--- config.mk ---
export PLATFORM = sky130hd
export DESIGN_NAME = uu_acmac_crc_arb_flat
export DESIGN_NICKNAME = d
export VERILOG_FILES = /design/src/rtl/uu_acmac_crc_arb_pkg.sv /design/src/rtl/uu_acmac_crc_arb_if.sv /design/src/rtl/uu_acmac_crc_arb.sv /design/src/flat_wrapper.sv
export SDC_FILE = /design/constraint.sdc
export NUM_CORES = 1
export LEC_CHECK = 0
export ABC_AREA = 1
export CELL_PAD_IN_SITES_DETAIL_PLACEMENT = 0
export CELL_PAD_IN_SITES_GLOBAL_PLACEMENT = 1
export CORE_MARGIN = 2
export CORE_UTILIZATION = 27
export DETAILED_ROUTE_END_ITERATION = 10
export GPL_TIMING_DRIVEN = 0
export PLACE_DENSITY_LB_ADDON = 0.1
export REMOVE_ABC_BUFFERS = 1
export SLEW_MARGIN = 20
export SYNTH_ARGS = -nofsm -noshare
export SYNTH_HDL_FRONTEND = slang
export SYNTH_SLANG_ARGS = --single-unit
--- constraint.sdc ---
create_clock -name clk -period 1.7 [get_ports clk]
set_input_delay 0.34 -clock clk [delete_from_list [all_inputs] [get_ports clk]]
set_output_delay 0.34 -clock clk [all_outputs]
set_load 0.01 [all_outputs]
--- src/rtl/uu_acmac_crc_arb_pkg.sv ---
// Shared types and constants for the two-requester CRC arbiter.
// Holds the frame state encoding, bus widths and the round-robin pick.
package uu_acmac_crc_arb_pkg;
  localparam int NUM_REQ = 2;
  localparam int CRC_W   = 32;
  localparam int LEN_W   = 16;

  typedef enum logic [2:0] {
    ST_IDLE,
    ST_FEED,
    ST_WAIT,
    ST_DONE,
    ST_CLEAR
  } state_t;

  // Under contention the requester not served last wins; otherwise the lone requester.
  function automatic logic rr_grant(input logic [NUM_REQ-1:0] req, input logic last);
    if (req[0] && req[1]) return ~last;
    return req[1] && !req[0];
  endfunction
endpackage

--- src/rtl/uu_acmac_crc_arb_if.sv ---
// Requester byte streams, completion signals and the CRC engine hookup.
// slave = arbiter side, master = requesters plus engine.
interface uu_acmac_crc_arb_if;
  import uu_acmac_crc_arb_pkg::*;

  logic              req_0, req_1;
  logic [LEN_W-1:0]  len_0, len_1;
  logic              bval_0, bval_1;
  logic [7:0]        bdat_0, bdat_1;
  logic              brdy_0, brdy_1;
  logic              done_0, done_1;
  logic [CRC_W-1:0]  crc_out;
  logic              crc_err;
  logic              eng_en;
  logic              eng_val;
  logic [7:0]        eng_dat;
  logic [LEN_W-1:0]  eng_len;
  logic              eng_avl;
  logic [CRC_W-1:0]  eng_crc;

  modport slave (
    input  req_0, req_1, len_0, len_1, bval_0, bval_1, bdat_0, bdat_1,
    input  eng_avl, eng_crc,
    output brdy_0, brdy_1, done_0, done_1, crc_out, crc_err,
    output eng_en, eng_val, eng_dat, eng_len
  );

  modport master (
    output req_0, req_1, len_0, len_1, bval_0, bval_1, bdat_0, bdat_1,
    output eng_avl, eng_crc,
    input  brdy_0, brdy_1, done_0, done_1, crc_out, crc_err,
    input  eng_en, eng_val, eng_dat, eng_len
  );
endinterface

--- src/rtl/uu_acmac_crc_arb.sv ---
// Round-robin arbiter sharing one CRC engine between a TX and an RX requester.
// Bytes pass straight through to the engine; the result returns as a done pulse.
module uu_acmac_crc_arb
  import uu_acmac_crc_arb_pkg::*;
#(
  parameter int TIMEOUT = 64
) (
  input logic                clk,
  input logic                rst_n,
  uu_acmac_crc_arb_if.slave  bus
);
  localparam int WCW = $clog2(TIMEOUT + 1);

  logic [NUM_REQ-1:0]            req, bval, brdy, done;
  logic [NUM_REQ-1:0][LEN_W-1:0] len;
  logic [NUM_REQ-1:0][7:0]       bdat;

  state_t           state, state_nxt;
  logic             gnt, gnt_sel, last;
  logic [LEN_W-1:0] len_q, byte_cnt;
  logic [WCW-1:0]   wait_cnt;
  logic [CRC_W-1:0] crc_q;
  logic             crc_err_q;
  logic             req_gnt, bval_gnt, last_byte, timed_out;
  logic             eng_en, eng_val;
  logic [7:0]       eng_dat;

  assign req  = {bus.req_1, bus.req_0};
  assign len  = {bus.len_1, bus.len_0};
  assign bval = {bus.bval_1, bus.bval_0};
  assign bdat = {bus.bdat_1, bus.bdat_0};

  assign gnt_sel   = rr_grant(req, last);
  assign req_gnt   = req[gnt];
  assign bval_gnt  = bval[gnt];
  assign last_byte = (byte_cnt + LEN_W'(1)) == len_q;
  assign timed_out = wait_cnt == WCW'(TIMEOUT - 1);

  always_ff @(posedge clk) begin
    if (rst_n) state <= ST_IDLE;
    else       state <= state_nxt;
  end

  // Dropping the granted request outranks every other exit from FEED/WAIT.
  always_comb begin
    state_nxt = state;
    case (state)
      ST_IDLE:  if (|req) state_nxt = (len[gnt_sel] == '0) ? ST_DONE : ST_FEED;
      ST_FEED: begin
        if (!req_gnt)                   state_nxt = ST_DONE;
        else if (bval_gnt && last_byte) state_nxt = ST_WAIT;
      end
      ST_WAIT:  if (!req_gnt || bus.eng_avl || timed_out) state_nxt = ST_DONE;
      ST_DONE:  state_nxt = ST_CLEAR;
      ST_CLEAR: state_nxt = ST_IDLE;
      default:  state_nxt = ST_IDLE;
    endcase
  end

  always_ff @(posedge clk) begin
    if (rst_n) begin
      gnt       <= 1'b0;
      last      <= 1'b1;
      len_q     <= '0;
      byte_cnt  <= '0;
      wait_cnt  <= '0;
      crc_q     <= '0;
      crc_err_q <= 1'b0;
    end else begin
      case (state)
        ST_IDLE: if (|req) begin
          gnt      <= gnt_sel;
          len_q    <= len[gnt_sel];
          byte_cnt <= '0;
          wait_cnt <= '0;
          if (len[gnt_sel] == '0) crc_err_q <= 1'b1;
        end
        ST_FEED: begin
          if (!req_gnt)      crc_err_q <= 1'b1;
          else if (bval_gnt) byte_cnt  <= byte_cnt + LEN_W'(1);
        end
        ST_WAIT: begin
          if (!req_gnt) crc_err_q <= 1'b1;
          else if (bus.eng_avl) begin
            crc_q     <= bus.eng_crc;
            crc_err_q <= 1'b0;
          end
          else if (timed_out) crc_err_q <= 1'b1;
          else                wait_cnt  <= wait_cnt + WCW'(1);
        end
        ST_DONE: last <= gnt;
        default: ;
      endcase
    end
  end

  always_comb begin
    brdy    = '0;
    done    = '0;
    eng_en  = 1'b0;
    eng_val = 1'b0;
    eng_dat = '0;
    case (state)
      ST_FEED: begin
        brdy[gnt] = 1'b1;
        eng_en    = 1'b1;
        eng_val   = bval_gnt;
        eng_dat   = bdat[gnt];
      end
      ST_WAIT: eng_en = 1'b1;
      ST_DONE: done[gnt] = 1'b1;
      default: ;
    endcase
  end

  assign bus.brdy_0  = brdy[0];
  assign bus.brdy_1  = brdy[1];
  assign bus.done_0  = done[0];
  assign bus.done_1  = done[1];
  assign bus.crc_out = crc_q;
  assign bus.crc_err = crc_err_q;
  assign bus.eng_en  = eng_en;
  assign bus.eng_val = eng_val;
  assign bus.eng_dat = eng_dat;
  assign bus.eng_len = len_q;
endmodule

--- src/flat_wrapper.sv ---
// flat-port wrapper written by rule: the top's interface ports become plain ports
module uu_acmac_crc_arb_flat import uu_acmac_crc_arb_pkg::*;
#(
  parameter int TIMEOUT = 64
)
  (clk, rst_n, bus_req_0, bus_req_1, bus_len_0, bus_len_1, bus_bval_0, bus_bval_1, bus_bdat_0, bus_bdat_1, bus_eng_avl, bus_eng_crc, bus_brdy_0, bus_brdy_1, bus_done_0, bus_done_1, bus_crc_out, bus_crc_err, bus_eng_en, bus_eng_val, bus_eng_dat, bus_eng_len);
  uu_acmac_crc_arb_if bus_i ();
  input logic clk;
  input logic rst_n;
  input wire logic [$bits(bus_i.req_0)-1:0] bus_req_0;
  input wire logic [$bits(bus_i.req_1)-1:0] bus_req_1;
  input wire logic [$bits(bus_i.len_0)-1:0] bus_len_0;
  input wire logic [$bits(bus_i.len_1)-1:0] bus_len_1;
  input wire logic [$bits(bus_i.bval_0)-1:0] bus_bval_0;
  input wire logic [$bits(bus_i.bval_1)-1:0] bus_bval_1;
  input wire logic [$bits(bus_i.bdat_0)-1:0] bus_bdat_0;
  input wire logic [$bits(bus_i.bdat_1)-1:0] bus_bdat_1;
  input wire logic [$bits(bus_i.eng_avl)-1:0] bus_eng_avl;
  input wire logic [$bits(bus_i.eng_crc)-1:0] bus_eng_crc;
  output wire logic [$bits(bus_i.brdy_0)-1:0] bus_brdy_0;
  output wire logic [$bits(bus_i.brdy_1)-1:0] bus_brdy_1;
  output wire logic [$bits(bus_i.done_0)-1:0] bus_done_0;
  output wire logic [$bits(bus_i.done_1)-1:0] bus_done_1;
  output wire logic [$bits(bus_i.crc_out)-1:0] bus_crc_out;
  output wire logic [$bits(bus_i.crc_err)-1:0] bus_crc_err;
  output wire logic [$bits(bus_i.eng_en)-1:0] bus_eng_en;
  output wire logic [$bits(bus_i.eng_val)-1:0] bus_eng_val;
  output wire logic [$bits(bus_i.eng_dat)-1:0] bus_eng_dat;
  output wire logic [$bits(bus_i.eng_len)-1:0] bus_eng_len;
  assign bus_i.req_0 = bus_req_0;
  assign bus_i.req_1 = bus_req_1;
  assign bus_i.len_0 = bus_len_0;
  assign bus_i.len_1 = bus_len_1;
  assign bus_i.bval_0 = bus_bval_0;
  assign bus_i.bval_1 = bus_bval_1;
  assign bus_i.bdat_0 = bus_bdat_0;
  assign bus_i.bdat_1 = bus_bdat_1;
  assign bus_i.eng_avl = bus_eng_avl;
  assign bus_i.eng_crc = bus_eng_crc;
  assign bus_brdy_0 = bus_i.brdy_0;
  assign bus_brdy_1 = bus_i.brdy_1;
  assign bus_done_0 = bus_i.done_0;
  assign bus_done_1 = bus_i.done_1;
  assign bus_crc_out = bus_i.crc_out;
  assign bus_crc_err = bus_i.crc_err;
  assign bus_eng_en = bus_i.eng_en;
  assign bus_eng_val = bus_i.eng_val;
  assign bus_eng_dat = bus_i.eng_dat;
  assign bus_eng_len = bus_i.eng_len;
  uu_acmac_crc_arb #(.TIMEOUT(TIMEOUT)) u_core (.clk(clk), .rst_n(rst_n), .bus(bus_i));
endmodule
# Yosys cells after proc, flatten, opt, wreduce, memory -nomap -nowiden
# Index checks and enable logic that the tools add are counted.
# classes
add_sub_neg,2
order_cmp,3
eq_ne,16
mux,40
n_bitwise,1
n_reduce_logical,21
# op_table
operator,count
$mux W16,5
$pmux W16 S2,1
$mux W7,4
$mux W8,3
$add A16 B1 Y16 const B,1
$eq A16 B16 Y1,1
$logic_not A16 Y1,1
$mux W1,16
$pmux W7 S2,1
$mux W3,4
$ne A2 B1 Y1 const B,6
$pmux W3 S4,1
$reduce_and A5 Y1,2
$add A7 B1 Y7 const B,1
$eq A7 B6 Y1 const B,1
$eq A3 B2 Y1 const B,2
$mux W2,3
$ne A2 B2 Y1 const B,3
$reduce_and A3 Y1,2
$logic_and A1 B1 Y1,4
$lt A1 B2 Y1 const B,2
$ne A4 B4 Y1 const B,1
$reduce_and A4 Y1,1
$reduce_bool A2 Y1,2
other kinds (12),15
# word_totals
reg_bits,77
inputBits,87
output_inout_bits,63
elab_cells,91

# Logic depth before layout (Yosys ltp)
# depth
word_depth,9
ltp_mapped,16
depth_no_buf,16

# Worst setup path after synthesis
# No wires, ideal clock.
# synth_timing
kind,register to output
start,register u_core.state[1]
end,output port bus_eng_dat[0]
arrival_ns,1.424
t_required_ns,1.360
slack_ns,-0.064
path_stages_with_launch,5
n_path_buf,0
cell_sequence,dfxtp_1 -> nor3_1 -> inv_1 -> nor2_1 -> a22o_1
# synth_via
elab_chain_len,2
# synth_rtl
item,line_no,source
from (decl),uu_acmac_crc_arb.sv:18,"state_t state, state_nxt;"
from (signal assigned),uu_acmac_crc_arb.sv:41,else state <= state_nxt;
$eq A3 B1 Y1,uu_acmac_crc_arb.sv:103,case (state)
$mux W8,uu_acmac_crc_arb.sv:103,
to (decl),flat_wrapper.sv:28,output wire logic [$bits(bus_i.eng_dat)-1:0] bus_eng_dat;
# No other way between the ends.

# Final worst setup path
# layout_timing
start,register u_core.state[0]
end,output port bus_eng_dat[7]
# Same word-level chain as after synthesis.

==> impl_metrics.prom <==
# TYPE chip_impl_metric gauge
chip_impl_info{name="result_of_the_run",value="complete, but fails checks"} 1
chip_impl_info{name="violations_in_the_final_reports",value="setup timing"} 1
chip_impl_metric{name="routed_via_density",unit=""} 4.63
chip_impl_metric{name="detail_route.drc_violations",unit=""} 0
chip_impl_metric{name="ir_worst_vdd",unit="V"} 0.000510
chip_impl_info{name="ys_top_cells_by_area",value="sky130_fd_sc_hd__dfxtp_1, sky130_fd_sc_hd__nand2_1, sky130_fd_sc_hd__nor2_1"} 1
chip_impl_metric{name="htree_num_levels",unit=""} 3
chip_impl_metric{name="timing.hold.ws",unit="ns"} 0.475
chip_impl_metric{name="global_route.usage.met1",unit=""} 0.209
chip_impl_metric{name="timing.final.crit_share",unit=""} 1.16
chip_impl_metric{name="synth_top_cell_area_share",unit=""} 0.393
chip_impl_metric{name="achievable-frequency",unit="MHz"} 506
chip_impl_info{name="crit_start",value="u_core.state[0]$_SDFFE_PP0P_"} 1
chip_impl_metric{name="cts.path.max_buffers",unit=""} 2
chip_impl_metric{name="global_route.usage.met3",unit=""} 0.0584
chip_impl_metric{name="grt_pass1_vias",unit=""} 4323
chip_impl_metric{name="n_fill_cell",unit=""} 1445
chip_impl_metric{name="dpl_cell_area",unit="um2"} 5570
chip_impl_metric{name="drt_iter0_drc",unit=""} 235
chip_impl_metric{name="detail_route.first_pass.iterations",unit=""} 4
chip_impl_metric{name="globalRouteMet2Util",unit=""} 0.309
chip_impl_metric{name="die_w",unit="um"} 125
chip_impl_info{name="worst_hold_startpoint",value="u_core.wait_cnt[3]$_SDFFE_PP0P_"} 1
chip_impl_info{name="critical_register_to_register_path_startpoint",value="u_core.byte_cnt[0]$_SDFFE_PP0P_"} 1
chip_impl_metric{name="syn-cell-area",unit="um2"} 3920
chip_impl_info{name="worstSetupPathType",value="reg2out"} 1
chip_impl_metric{name="place_congestion",unit=""} 0.777
chip_impl_metric{name="floorplan.die_area",unit="um2"} 15500
chip_impl_metric{name="floorplan.io_pins",unit=""} 150
chip_impl_metric{name="slew_headroom",unit=""} 0.595
chip_impl_info{name="synth.most_common_cell",value="sky130_fd_sc_hd__nand2_1"} 1
chip_impl_metric{name="asyncSetResetFlopFracSynth",unit=""} 0
chip_impl_metric{name="worst_setup_hold_path_clk_slew",unit="ns"} 0.06
chip_impl_metric{name="ys_seq_area_frac",unit=""} 0.393
chip_impl_metric{name="layout.cell_area.non_filler",unit="um2"} 6500
chip_impl_metric{name="tightestPinTransition",unit="ns"} 0.607
chip_impl_info{name="postSynth.topFlopCell",value="sky130_fd_sc_hd__dfxtp_1"} 1
chip_impl_metric{name="cts_num_sinks",unit=""} 77
chip_impl_metric{name="insertedDiodeCount",unit=""} 0
chip_impl_info{name="endpoint_of_the_worst_slack_reg_to_reg_timing_path",value="u_core.state[1]$_SDFFE_PP0P_"} 1
chip_impl_info{name="worstHoldPathType",value="reg2reg"} 1
chip_impl_metric{name="antenna_violations_before_repair",unit=""} 0
chip_impl_info{name="endpoint_kind",value="primary output"} 1
chip_impl_info{name="rsz0062_at_grt",value="yes"} 1
chip_impl_metric{name="total_half_perimeter_wirelength_after_legalization_and_detailed_placement",unit="um"} 9790
chip_impl_metric{name="wire_per_inst",unit="um"} 15.2
chip_impl_metric{name="groute.usage.overall",unit=""} 0.180
chip_impl_metric{name="antenna_left",unit=""} 0
chip_impl_metric{name="p_leak",unit="nW"} 2.71
chip_impl_metric{name="cellPowerDensity",unit="nW/um2"} 1200
chip_impl_metric{name="area_delta_synth_final",unit="%"} 65.7
chip_impl_metric{name="report.final.setup_viol",unit=""} 13
chip_impl_info{name="netlist_top_cells_count",value="sky130_fd_sc_hd__nand2_1, sky130_fd_sc_hd__nor2_1, sky130_fd_sc_hd__dfxtp_1, sky130_fd_sc_hd__o21ai_0, sky130_fd_sc_hd__inv_1"} 1
chip_impl_metric{name="multi_input_comb_area",unit="um2"} 2450
chip_impl_metric{name="yosys_warnings",unit=""} 0
chip_impl_metric{name="num_vias",unit=""} 4383
chip_impl_metric{name="required_time_at_the_endpoint_of_the_critical_path",unit="ns"} 1.36
chip_impl_metric{name="finalHoldViolations",unit=""} 0
chip_impl_info{name="global_route.peak_usage_layer",value="met2"} 1
chip_impl_metric{name="drive_gt1_frac",unit=""} 0.203
chip_impl_metric{name="ff_latch_area",unit="um2"} 1570
chip_impl_info{name="startpoint_type",value="register"} 1
chip_impl_metric{name="layout.nets",unit=""} 848
chip_impl_metric{name="grt_max_degree",unit=""} 51
chip_impl_metric{name="max_cap_violations",unit=""} 0
chip_impl_metric{name="number_of_cell_rows",unit=""} 44
chip_impl_metric{name="drt-total-wl",unit="um"} 14400
chip_impl_metric{name="timing.clock.skew",unit="ns"} 0.00635
chip_impl_metric{name="timing.critical_path.arrival",unit="ns"} 1.64
chip_impl_info{name="crit_end",value="bus_eng_dat[7]"} 1
chip_impl_metric{name="design.core.area",unit="um2"} 14400
chip_impl_metric{name="layout_min_cycle_time",unit="ns"} 1.98
chip_impl_metric{name="worstSkewPairLatency",unit="ns"} 0.35
chip_impl_info{name="netlist.top_cell.by_area",value="sky130_fd_sc_hd__dfxtp_1"} 1
chip_impl_metric{name="worstPathMaxFanout",unit=""} 5
chip_impl_metric{name="synthesis.instances",unit=""} 583
chip_impl_metric{name="first_pass_grt_wire_length",unit="um"} 22400
chip_impl_info{name="clockRootBuffer",value="sky130_fd_sc_hd__clkbuf_16"} 1
chip_impl_metric{name="grt_overflow",unit=""} 0
chip_impl_metric{name="synth-edff-count",unit=""} 0
chip_impl_metric{name="numCtsBuffers",unit=""} 9
chip_impl_metric{name="post_synth.cell_area_avg",unit="um2"} 6.73
chip_impl_metric{name="netlist-cell-type-count",unit=""} 37
chip_impl_metric{name="synth_seq_cells",unit=""} 77
chip_impl_metric{name="port-buffer-count",unit=""} 149
chip_impl_metric{name="r2r_slack",unit="ns"} -0.22
chip_impl_metric{name="initial_core_util",unit=""} 0.273
chip_impl_metric{name="chipHeight",unit="um"} 125
chip_impl_info{name="tritoncts",value="done"} 1
chip_impl_metric{name="final_max_slew_viol_count",unit=""} 0
chip_impl_metric{name="reg2reg_depth",unit=""} 15
chip_impl_metric{name="setup_slack",unit="ns"} -0.278
timing repair:
item                                    in CTS  in global routing
gates resized for setup                    121                 79
setup buffers                               17                 13
endpoints found under the setup margin      88                 61
cloned                                       3                  2
pin swaps                                   18                 29
hold buffers                                 0                  0
worst max-delay path, cell delays in order, from the launching register on:
cell	delay [ns]
sky130_fd_sc_hd__dfxtp_2	0.33
sky130_fd_sc_hd__inv_2	0.05
sky130_fd_sc_hd__nor3_4	0.25
sky130_fd_sc_hd__inv_4	0.10
sky130_fd_sc_hd__nor2_4	0.16
sky130_fd_sc_hd__buf_6	0.12
sky130_fd_sc_hd__a22o_1	0.15
sky130_fd_sc_hd__buf_2	0.13
through the flow:
stage | power, mW | std cells | utilization | setup TNS [ns] | setup WS, ns
final | 7.83 | 947 | 0.452 | -2.59 | -0.278
after global placement | 5.10 | 895 | 0.386 | -188.53 | -3.91
after detailed placement | 5.12 | 897 | 0.388 | -99.77 | -1.43
after CTS | 7.46 | 932 | 0.427 | -4.68 | -0.258
after global routing | 8.31 | 947 | 0.452 | -4.00 | -0.385
after floorplan | 3.72 | 562 | - | -33.74 | -1.01
cell usage in the layout (no fill, tap or decap), types with 4 or more instances in the layout:
| cell type | instances |
|---|---|
| sky130_fd_sc_hd__dfxtp_1 | 63 |
| sky130_fd_sc_hd__a21oi_1 | 33 |
| sky130_fd_sc_hd__o21ai_0 | 51 |
| sky130_fd_sc_hd__nand2_8 | 4 |
| sky130_fd_sc_hd__dfxtp_4 | 4 |
| sky130_fd_sc_hd__nor2_2 | 9 |
| sky130_fd_sc_hd__a22o_1 | 8 |
| sky130_fd_sc_hd__nand3b_1 | 6 |
| sky130_fd_sc_hd__buf_4 | 19 |
| sky130_fd_sc_hd__nor2_4 | 13 |
| sky130_fd_sc_hd__inv_2 | 6 |
| sky130_fd_sc_hd__nand2_1 | 118 |
| sky130_fd_sc_hd__nand3_1 | 36 |
| sky130_fd_sc_hd__buf_2 | 10 |
| sky130_fd_sc_hd__clkdlybuf4s50_1 | 130 |
| sky130_fd_sc_hd__clkbuf_16 | 9 |
| sky130_fd_sc_hd__nand2_2 | 14 |
| sky130_fd_sc_hd__inv_1 | 36 |
| sky130_fd_sc_hd__nand3_2 | 5 |
| sky130_fd_sc_hd__nor2_1 | 93 |
| sky130_fd_sc_hd__nand2_4 | 5 |
| sky130_fd_sc_hd__a31oi_1 | 4 |
| sky130_fd_sc_hd__dfxtp_2 | 10 |
| sky130_fd_sc_hd__nand4_1 | 8 |
| sky130_fd_sc_hd__buf_6 | 16 |
final cells by class:
cell class / count / area share
clock inverter: 5 / 0.00924
timing repair buffer: 181 / 0.269
sequential: 77 / 0.241
clock buffer: 10 / 0.0352
inverter: 48 / 0.0316
timing repair inverter: 1 / 0.000770
tap: 184 / 0.0354
multi-input combinational: 441 / 0.377
logic make-up (layout without fill, tap and decap cells):
kind of cell | Yosys count | count (layout) | synth area share
buffers and inverters | 69 | 245 | 0.0711
adder cells (fa/ha/maj) | 2 | 2 | 0.00638
multiplexers | 2 | 2 | 0.00510
XOR/XNOR | 8 | 8 | 0.0252
flip-flops | 77 | 77 | 0.393
AO/OA/AOI/OAI | 111 | 111 | 0.157
AND/OR/NAND/NOR | 314 | 318 | 0.343
power breakdown:
group / internal (mW) / switching [mW] / leakage (nW)
clock network: 1.13 / 0.807 / 0.139
logic: 1.65 / 1.78 / 1.94
registers: 2.14 / 0.312 / 0.633
total: 4.92 / 2.90 / 2.71
worst min path at each step:
stage / to / slack [ns] / cells past startpoint
2_1_floorplan: u_core.byte_cnt[10]$_SDFFE_PP0P_ / 0.41 / 1
3_3_place_gp: u_core.wait_cnt[6]$_SDFFE_PP0P_ / 0.45 / 1
3_5_place_dp: u_core.wait_cnt[6]$_SDFFE_PP0P_ / 0.44 / 1
4_1_cts: u_core.wait_cnt[6]$_SDFFE_PP0P_ / 0.46 / 1
5_1_grt: u_core.wait_cnt[6]$_SDFFE_PP0P_ / 0.50 / 1
6_report: u_core.wait_cnt[3]$_SDFFE_PP0P_ / 0.48 / 1
metal layers:
layer / vias to the layer above / wire, um
met5: - / 0
met4: 0 / 250
met3: 20 / 853
met2: 96 / 7190
met1: 2007 / 6060
li1: 2260 / -
state kept, by name, indices dropped and copies added (netlist names):
signal	flops
u_core.gnt	1
u_core.last	1
u_core.bus.crc_err	1
u_core.state	3
u_core.wait_cnt	7
u_core.bus.eng_len	16
u_core.byte_cnt	16
u_core.bus.crc_out	32
Note: power is estimated with default switching activity, not from simulation.
